**config.mk**
```make
export PLATFORM = sky130hd
export DESIGN_NAME = ballot_unit_ctrl
export DESIGN_NICKNAME = d
export VERILOG_FILES = /design/src/rtl/evm_pkg.sv /design/src/rtl/btn_sync_debounce.sv /design/src/rtl/ballot_unit_ctrl.sv
export SDC_FILE = /design/constraint.sdc
export NUM_CORES = 1
export LEC_CHECK = 0
export CAP_MARGIN = 40
export CORE_UTILIZATION = 25
export CTS_CLUSTER_SIZE = 8
export DETAILED_ROUTE_END_ITERATION = 6
export MAX_ROUTING_LAYER = met4
export PLACE_DENSITY = 0.47
export SLEW_MARGIN = 20
export SYNTH_ARGS = -nofsm -noshare
export SYNTH_HDL_FRONTEND = slang
export SYNTH_SLANG_ARGS = --single-unit
```
**constraint.sdc**
```tcl
create_clock -name clk -period 2.2 [get_ports clk]
set_input_delay 0.33 -clock clk [delete_from_list [all_inputs] [get_ports clk]]
set_output_delay 0.33 -clock clk [all_outputs]
set_load 0.01 [all_outputs]
```
**src/rtl/evm_pkg.sv**
```systemverilog
// Shared definitions for the EVM front end: controller states, party codes
// and the default ballot limit.
package evm_pkg;

    typedef enum logic [2:0] {
        IDLE,
        ARMED,
        CAST,
        RELEASE_WAIT,
        CLOSED
    } ballot_state_t;

    localparam logic [2:0] PARTY1 = 3'b001;
    localparam logic [2:0] PARTY2 = 3'b010;
    localparam logic [2:0] PARTY3 = 3'b100;

    // Matches the 7-bit party counters downstream.
    localparam int DEFAULT_MAX_BALLOTS = 127;

    function automatic logic is_one_hot(input logic [2:0] v);
        return (v == PARTY1) || (v == PARTY2) || (v == PARTY3);
    endfunction

endpackage

```
**src/rtl/btn_sync_debounce.sv**
```systemverilog
// Two-flop synchronizer for a raw button vector plus a stability counter that
// flags the synced vector once it has held still for DEBOUNCE_CYCLES cycles.
module btn_sync_debounce #(
    parameter int W               = 3,
    parameter int DEBOUNCE_CYCLES = 4
) (
    input  logic         clk,
    input  logic         rst,
    input  logic [W-1:0] btn_raw,
    output logic [W-1:0] sync_vec,
    output logic         stable
);

    localparam int CNT_W = $clog2(DEBOUNCE_CYCLES + 1);

    logic [W-1:0]     sync_s1;
    logic [CNT_W-1:0] stab_cnt;

    // sync_s1 is next cycle's synced value, so a difference means the synced
    // vector is changing at this edge and the count restarts with it.
    always_ff @(posedge clk or posedge rst) begin
        if (rst) begin
            sync_s1  <= '0;
            sync_vec <= '0;
            stab_cnt <= '0;
        end else begin
            sync_s1  <= btn_raw;
            sync_vec <= sync_s1;
            if (sync_s1 != sync_vec)
                stab_cnt <= '0;
            else if (stab_cnt != CNT_W'(DEBOUNCE_CYCLES))
                stab_cnt <= stab_cnt + CNT_W'(1);
        end
    end

    assign stable = (stab_cnt == CNT_W'(DEBOUNCE_CYCLES));

endmodule

```
**src/rtl/ballot_unit_ctrl.sv**
```systemverilog
// Ballot unit controller: turns an officer ballot release plus debounced
// candidate buttons into exactly one voting_en strobe per released ballot.
module ballot_unit_ctrl
    import evm_pkg::*;
#(
    parameter int DEBOUNCE_CYCLES = 4,
    parameter int TIMEOUT_CYCLES  = 1000,
    parameter int MAX_BALLOTS     = DEFAULT_MAX_BALLOTS
) (
    input  logic       clk,
    input  logic       rst,
    input  logic       ballot_release,
    input  logic       close_poll,
    input  logic [2:0] cand_btn,
    output logic       voting_en,
    output logic [2:0] voter_switch,
    output logic       ready_led,
    output logic       invalid,
    output logic       timeout,
    output logic       closed,
    output logic [6:0] ballots_cast
);

    localparam int TMO_W = $clog2(TIMEOUT_CYCLES + 1);

    ballot_state_t    state;
    logic [TMO_W-1:0] tmo_cnt;
    logic             armed_clear;
    logic [2:0]       cand_sync;
    logic             cand_stable;
    logic             rel_s1, rel_s2, rel_d;
    logic             cls_s1, cls_s2, cls_d;
    logic             rel_rise, close_rise, at_limit;

    btn_sync_debounce #(
        .W               (3),
        .DEBOUNCE_CYCLES (DEBOUNCE_CYCLES)
    ) u_cand_db (
        .clk      (clk),
        .rst      (rst),
        .btn_raw  (cand_btn),
        .sync_vec (cand_sync),
        .stable   (cand_stable)
    );

    always_ff @(posedge clk or posedge rst) begin
        if (rst) begin
            {rel_s1, rel_s2, rel_d} <= '0;
            {cls_s1, cls_s2, cls_d} <= '0;
        end else begin
            {rel_s1, rel_s2, rel_d} <= {ballot_release, rel_s1, rel_s2};
            {cls_s1, cls_s2, cls_d} <= {close_poll, cls_s1, cls_s2};
        end
    end

    assign rel_rise   = rel_s2 & ~rel_d;
    assign close_rise = cls_s2 & ~cls_d;
    assign at_limit   = (ballots_cast == 7'(MAX_BALLOTS));

    // armed_clear records that the voter has let go of every button since the
    // ballot was released, so a button held over from the previous voter
    // cannot vote.
    always_ff @(posedge clk or posedge rst) begin
        if (rst) begin
            state        <= IDLE;
            tmo_cnt      <= '0;
            armed_clear  <= 1'b0;
            voting_en    <= 1'b0;
            voter_switch <= 3'b000;
            ready_led    <= 1'b0;
            invalid      <= 1'b0;
            timeout      <= 1'b0;
            closed       <= 1'b0;
            ballots_cast <= '0;
        end else begin
            voting_en    <= 1'b0;
            voter_switch <= 3'b000;
            timeout      <= 1'b0;
            case (state)
                IDLE: begin
                    if (close_rise || at_limit) begin
                        state  <= CLOSED;
                        closed <= 1'b1;
                    end else if (rel_rise) begin
                        state       <= ARMED;
                        ready_led   <= 1'b1;
                        tmo_cnt     <= '0;
                        armed_clear <= (cand_sync == 3'b000);
                    end
                end
                ARMED: begin
                    if (close_rise) begin
                        state     <= CLOSED;
                        closed    <= 1'b1;
                        ready_led <= 1'b0;
                        invalid   <= 1'b0;
                    end else if (cand_stable && armed_clear && is_one_hot(cand_sync)) begin
                        state        <= CAST;
                        voting_en    <= 1'b1;
                        voter_switch <= cand_sync;
                        ready_led    <= 1'b0;
                        invalid      <= 1'b0;
                    end else if (tmo_cnt == TMO_W'(TIMEOUT_CYCLES - 1)) begin
                        state     <= IDLE;
                        timeout   <= 1'b1;
                        ready_led <= 1'b0;
                        invalid   <= 1'b0;
                    end else begin
                        tmo_cnt     <= tmo_cnt + TMO_W'(1);
                        armed_clear <= armed_clear | (cand_sync == 3'b000);
                        invalid     <= cand_stable && (cand_sync != 3'b000)
                                       && !is_one_hot(cand_sync);
                    end
                end
                CAST: begin
                    if (!at_limit)
                        ballots_cast <= ballots_cast + 7'd1;
                    if (close_rise) begin
                        state  <= CLOSED;
                        closed <= 1'b1;
                    end else begin
                        state <= RELEASE_WAIT;
                    end
                end
                RELEASE_WAIT: begin
                    if (close_rise) begin
                        state  <= CLOSED;
                        closed <= 1'b1;
                    end else if (cand_stable && cand_sync == 3'b000) begin
                        state <= IDLE;
                    end
                end
                CLOSED: begin
                    state <= CLOSED;
                end
                default: begin
                    state <= IDLE;
                end
            endcase
        end
    end

endmodule

```
==> results of run 1 <==
## how the worst max path moves through the flow
stage,startpoint,end
after global placement,ballots_cast[0],ballots_cast[5]
after detailed placement,ballots_cast[0],ballots_cast[5]
final,ballots_cast[0],tmo_cnt[0]
after CTS,ballots_cast[0],tmo_cnt[0]
after global routing,u_cand_db.stab_cnt[0],voter_switch[0]
after floorplan,ballots_cast[0],ballots_cast[5]
## kinds of logic (layout without fill, tap and decap cells)
group           count (synthesis)  in the layout  share of synthesized area, %
xor+xnor                       10             10                         4.775
buf+inv                         6             35                         1.228
flops                          44             44                         60.03
compound gates                 20             20                         8.322
simple gates                   69             69                         19.03
mux                             7              7                         3.888
fa+ha+maj                       4              4                         2.729
## report_power, final
group          switching [uW]  leakage [uW]  total [uW]  internal (uW)
clock network             247     0.0000410         462            216
registers                62.1      0.000572         931            869
logic                     103      0.000365         193           90.8
## area by class of cell
type / instances / area (sq um) / share of cell area, %
Clock inverter: 1 / 5.005 / 0.2221
Sequential cell: 44 / 1101 / 48.86
Tap cell: 96 / 120.1 / 5.330
Clock buffer: 6 / 72.57 / 3.220
Inverter: 5 / 18.77 / 0.8329
Multi-Input combinational cell: 110 / 710.7 / 31.54
Timing Repair Buffer: 23 / 225.2 / 9.994
## through the flow
| stage | worst slack, ps | hold slack [ps] |
|---|---|---|
| after floorplan | 403.7 | 331.2 |
| after global placement | 321.4 | 331.4 |
| after detailed placement | 304.8 | 337.8 |
| after CTS | 282.6 | 355.5 |
| after global routing | 77.34 | 368.3 |
| final | 302.3 | 352.8 |
## synthesized netlist by cell type, types with 3 or more instances
cell / count / area (sq um)
dfrtp_1: 44 / 1101
nand2_1: 24 / 90.09
nor2_1: 10 / 37.54
xnor2_1: 7 / 61.31
and2_1: 6 / 37.54
mux2i_1: 6 / 60.06
nand3_1: 6 / 30.03
nand4_1: 6 / 37.54
inv_1: 5 / 18.77
nor3_1: 5 / 25.02
ha_1: 4 / 50.05
a21oi_1: 3 / 15.01
xor2_1: 3 / 26.28
## per-layer routing
metal,wire length [um],track usage [%],share of wire [%]
met5,0,-,0
met4,57,4.471,1.7
met3,138,2.262,4.2
met2,1445,14.84,44
met1,1631,14.10,50
## sequential cells by signal, summed over array words and instances, names as in the netlist
name / flops
tmo_cnt: 10
ballots_cast: 7
state: 3
u_cand_db.stab_cnt: 3
u_cand_db.sync_s1: 3
u_cand_db.sync_vec: 3
voter_switch: 3
armed_clear: 1
closed: 1
cls_d: 1
cls_s1: 1
cls_s2: 1
invalid: 1
ready_led: 1
rel_d: 1
rel_s1: 1
rel_s2: 1
timeout: 1
voting_en: 1
==> flow_summary.ini, run 1 <==
[outcome]
status = finished clean

[critical_path]
r2r_slack_ps = 300
cp.depth = 7
slowest_stage = dfrtp_1
slowest_delay_ps = 420
path_buf_inv = 1
endpoint_kind = flip-flop
r2r_end = tmo_cnt[0]
cp_top_family = simple AND/OR/NAND/NOR gates
reg2reg_depth = 7
start_kind = flip-flop
crit_required_ps = 2370
cp_cell_sequence = ha_1 -> and3_1 -> a31oi_1 -> nand4_1 -> buf_4 -> nand3_1 -> o21ai_0
arrival_ps = 2060
crit_type = flip-flop to flip-flop
reg2reg_from = ballots_cast[0]
crit_fanout = 8

[global_route]
overflow = 0
grt.total_usage_pct = 10.38
grt_antenna_before_repair = 0
grt_pass1_vias = 1223
grt_pass1_wl_um = 5878
grt_max_degree = 45

[worst_hold_path]
whs_endpoint = cls_s2
worstHoldStart = cls_s1
hold_depth = 0
worst_hold_path_type = flip-flop to flip-flop

[cts]
cts.clk_slew.worst_paths_ps = 70
ctsHoldBuffers = 0
tritoncts = built
post_cts_buffers = 0
cts-root-buf = clkbuf_8
clk_latency_ps = 290
clock_sinks = 44
ctsResizeCount = 0
htreeDepth = 2
cts_buffers = 5
clockBufferDepth = 2

[power_and_ir_drop]
power.total_uw = 1587
leakage_uw = 0.0009785
ir_drop_v = 0.0002635
p_per_area_nw_per_um2 = 704.3

[placed_design]
hpwl_um = 2401
placed_area_sq_um = 2176
port_buffers = 21
dpl.cell_count = 278
gp_congestion = 0.7956

[synthesis]
ys_seq_area_share_pct = 60.03
syn_inst = 160
ys_warn_count = 0
ys_ff_latch = 44
synth_top_flop_cell = dfrtp_1
ys_types = 36
synth-edff-count = 0
async_flop_share_pct = 100.0
synth_area_sq_um = 1834
synth_nets = 171
syn_avg_cell_area_sq_um = 11.46

[timing]
slew_viol_final = 0
tightestPinTransition_ps = 536.0
hold_viol_final = 0
finalCritPeriodShare_pct = 86.26
rsz0062_at_grt = false
timing.final.crit_period_ps = 1898
skew_ps = 3.463
relSlewSlack_pct = 64.27
final-setup-viol-count = 0
fmax_mhz = 527.0
finalSetupTns_ps = 0

[floorplanning]
core_area_sq_um = 6944
ios = 22
fp.dieArea_sq_um = 7683
fp-row-count = 30
die_height_um = 87.66
dieWidth_um = 87.66
initial_utilization_pct = 26.41

[drt]
drt_iter0_drc = 51
first_pass_iters = 4
num_vias = 1243
avgRoutedWirePerCell_um = 11.48
drcViolationCount = 0
final_antenna_net_count = 0
routed_wl_um = 3273
vias_per_cell = 4.361

[final_layout]
final_cell_mix = 44 x dfrtp_1, 24 x nand2_1, 21 x clkdlybuf4s50_1, 10 x nor2_1, 7 x xnor2_1
antennaDiodeCount = 0
nNetsFinal = 200
syn2layout_area_growth_pct = 22.85
final_core_util_pct = 32.45
final_common_cell = dfrtp_1
final_layout_size_suffix_gt1_share_pct = 7.407
fillers = 715
finalInstanceArea_sq_um = 2253
stdcell_count = 285

[job]
drv_cap = 0
Power figures use the tool's default switching activity.
==> run 2: changes to the inputs <==
==> constraint.sdc (replaced) <==
create_clock -name clk -period 1.9 [get_ports clk]
set_input_delay 0.285 -clock clk [delete_from_list [all_inputs] [get_ports clk]]
set_output_delay 0.285 -clock clk [all_outputs]
set_load 0.01 [all_outputs]
==> flow_summary.ini, run 2 (synthesis gave the netlist of run 1 again) <==
[cts]
cts_buffers = 5
htreeDepth = 2
clk_latency_ps = 280
clock_sinks = 44
cts-root-buf = clkbuf_8
ctsHoldBuffers = 0
clockBufferDepth = 2
tritoncts = built
cts.clk_slew.worst_paths_ps = 80

[power_and_ir_drop]
p_per_area_nw_per_um2 = 806.8
power.total_uw = 1934
leakage_uw = 0.001053
ir_drop_v = 0.0003528

[final_layout]
final_common_cell = dfrtp_1
finalInstanceArea_sq_um = 2397
nNetsFinal = 213
antennaDiodeCount = 0
final_cell_mix = 44 x dfrtp_1, 23 x nand2_1, 21 x clkdlybuf4s50_1, 14 x buf_4, 10 x nor2_1
largestRegisters = tmo_cnt (10), ballots_cast (7)
stdcell_count = 299
final_layout_size_suffix_gt1_share_pct = 15.76
largest_reg_flops = 10
largest-register = tmo_cnt
final_core_util_pct = 34.52
syn2layout_area_growth_pct = 30.70

[drt]
drcViolationCount = 0
drt_iter0_drc = 66
final_antenna_net_count = 0
first_pass_iters = 4
num_vias = 1290
vias_per_cell = 4.314
avgRoutedWirePerCell_um = 11.35
routed_wl_um = 3394

[floorplanning]
fp.dieArea_sq_um = 7683
die_height_um = 87.66
fp-row-count = 30
initial_utilization_pct = 26.41
dieWidth_um = 87.66
ios = 22
core_area_sq_um = 6944

[timing]
timing.final.crit_period_ps = 1787
finalCritPeriodShare_pct = 94.04
skew_ps = 3.609
hold_viol_final = 0
tightestPinTransition_ps = 487.2
slew_viol_final = 0
fmax_mhz = 559.7
final-setup-viol-count = 0
relSlewSlack_pct = 67.32

[critical_path]
start_kind = flip-flop
arrival_ps = 1960
cp_cell_sequence = ha_1 -> and3_1 -> a31oi_2 -> nand4_1 -> buf_4 -> a22o_1
reg2reg_depth = 6
endpoint_kind = flip-flop
crit_type = flip-flop to flip-flop
slowest_delay_ps = 380
slowest_stage = dfrtp_1
crit_required_ps = 2080
crit_fanout = 5

[placed_design]
placed_area_sq_um = 2278
gp_congestion = 0.7112
hpwl_um = 2532
port_buffers = 21
dpl.cell_count = 290

[global_route]
grt_antenna_before_repair = 0
grt_pass1_wl_um = 6175
grt_pass1_vias = 1307
grt_max_degree = 33
grt.total_usage_pct = 10.85
overflow = 0

[outcome]
status = finished clean

[job]
drv_cap = 0

[worst_hold_path]
worst_hold_path_type = input pin to async pin
==> run 2: cell type report <==
cell class,count,area (sq um)
sequential,44,1101
timing repair buffer,36,335.3
fill,693,4547
tap,96,120.1
clock buffer,8,90.09
multi-input combinational,110,732.0
inverter,5,18.77
==> run 2: final timing paths <==
path | to | from | slack, ps
worst max-delay path | armed_clear | ballots_cast[0] | 110
worst min-delay path | voter_switch[1] | rst | 260
worst max register to register | armed_clear | ballots_cast[0] | 110
worst min register to register | rel_s2 | rel_s1 | 350
max in group asynchronous | tmo_cnt[3] | rst | 1150
min in group clk | rel_s2 | rel_s1 | 350
==> run 2: critical path: cells and delay by family, from the launching register on <==
family / cells / cell delay (ps)
and+or+nand+nor: 2 / 460
adders and majority gates: 1 / 210
AOI/OAI and AO/OA: 2 / 440
buffers and inverters: 1 / 190
DFF: 1 / 380
==> run 2: per-stage QoR <==
step,hold WS (ps),TNS (ps),worst slack [ps]
after global routing,306.0,-7.397,-7.397
final,261.7,0,113.2
after floorplan,316.4,0,103.7
after global placement,332.2,0,113.2
after detailed placement,336.3,0,89.65
after CTS,260.8,0,69.64
==> run 2: metal layers <==
metal	global-route usage (%)	share of wire [%]	vias up
li1	-	-	650
met1	14.13	51	611
met2	16.12	44	25
met3	2.639	3.3	4
met4	4.471	1.6	0
met5	-	0	-
==> run 2: what timing repair did <==
item | 4_1_cts | 5_1_grt
buffers inserted | 0 | 1
endpoints found under the setup margin | 0 | 8
endpoints found under the hold margin | 0 | 0
gates resized for setup | 0 | 5
==> run 2: where the power goes <==
| part | total, uW | internal [uW] | switching [uW] |
|---|---|---|---|
| clock network | 579 | 296 | 283 |
| registers | 1080 | 1010 | 68.7 |
| logic | 280 | 138 | 142 |
| total | 1930 | 1440 | 494 |
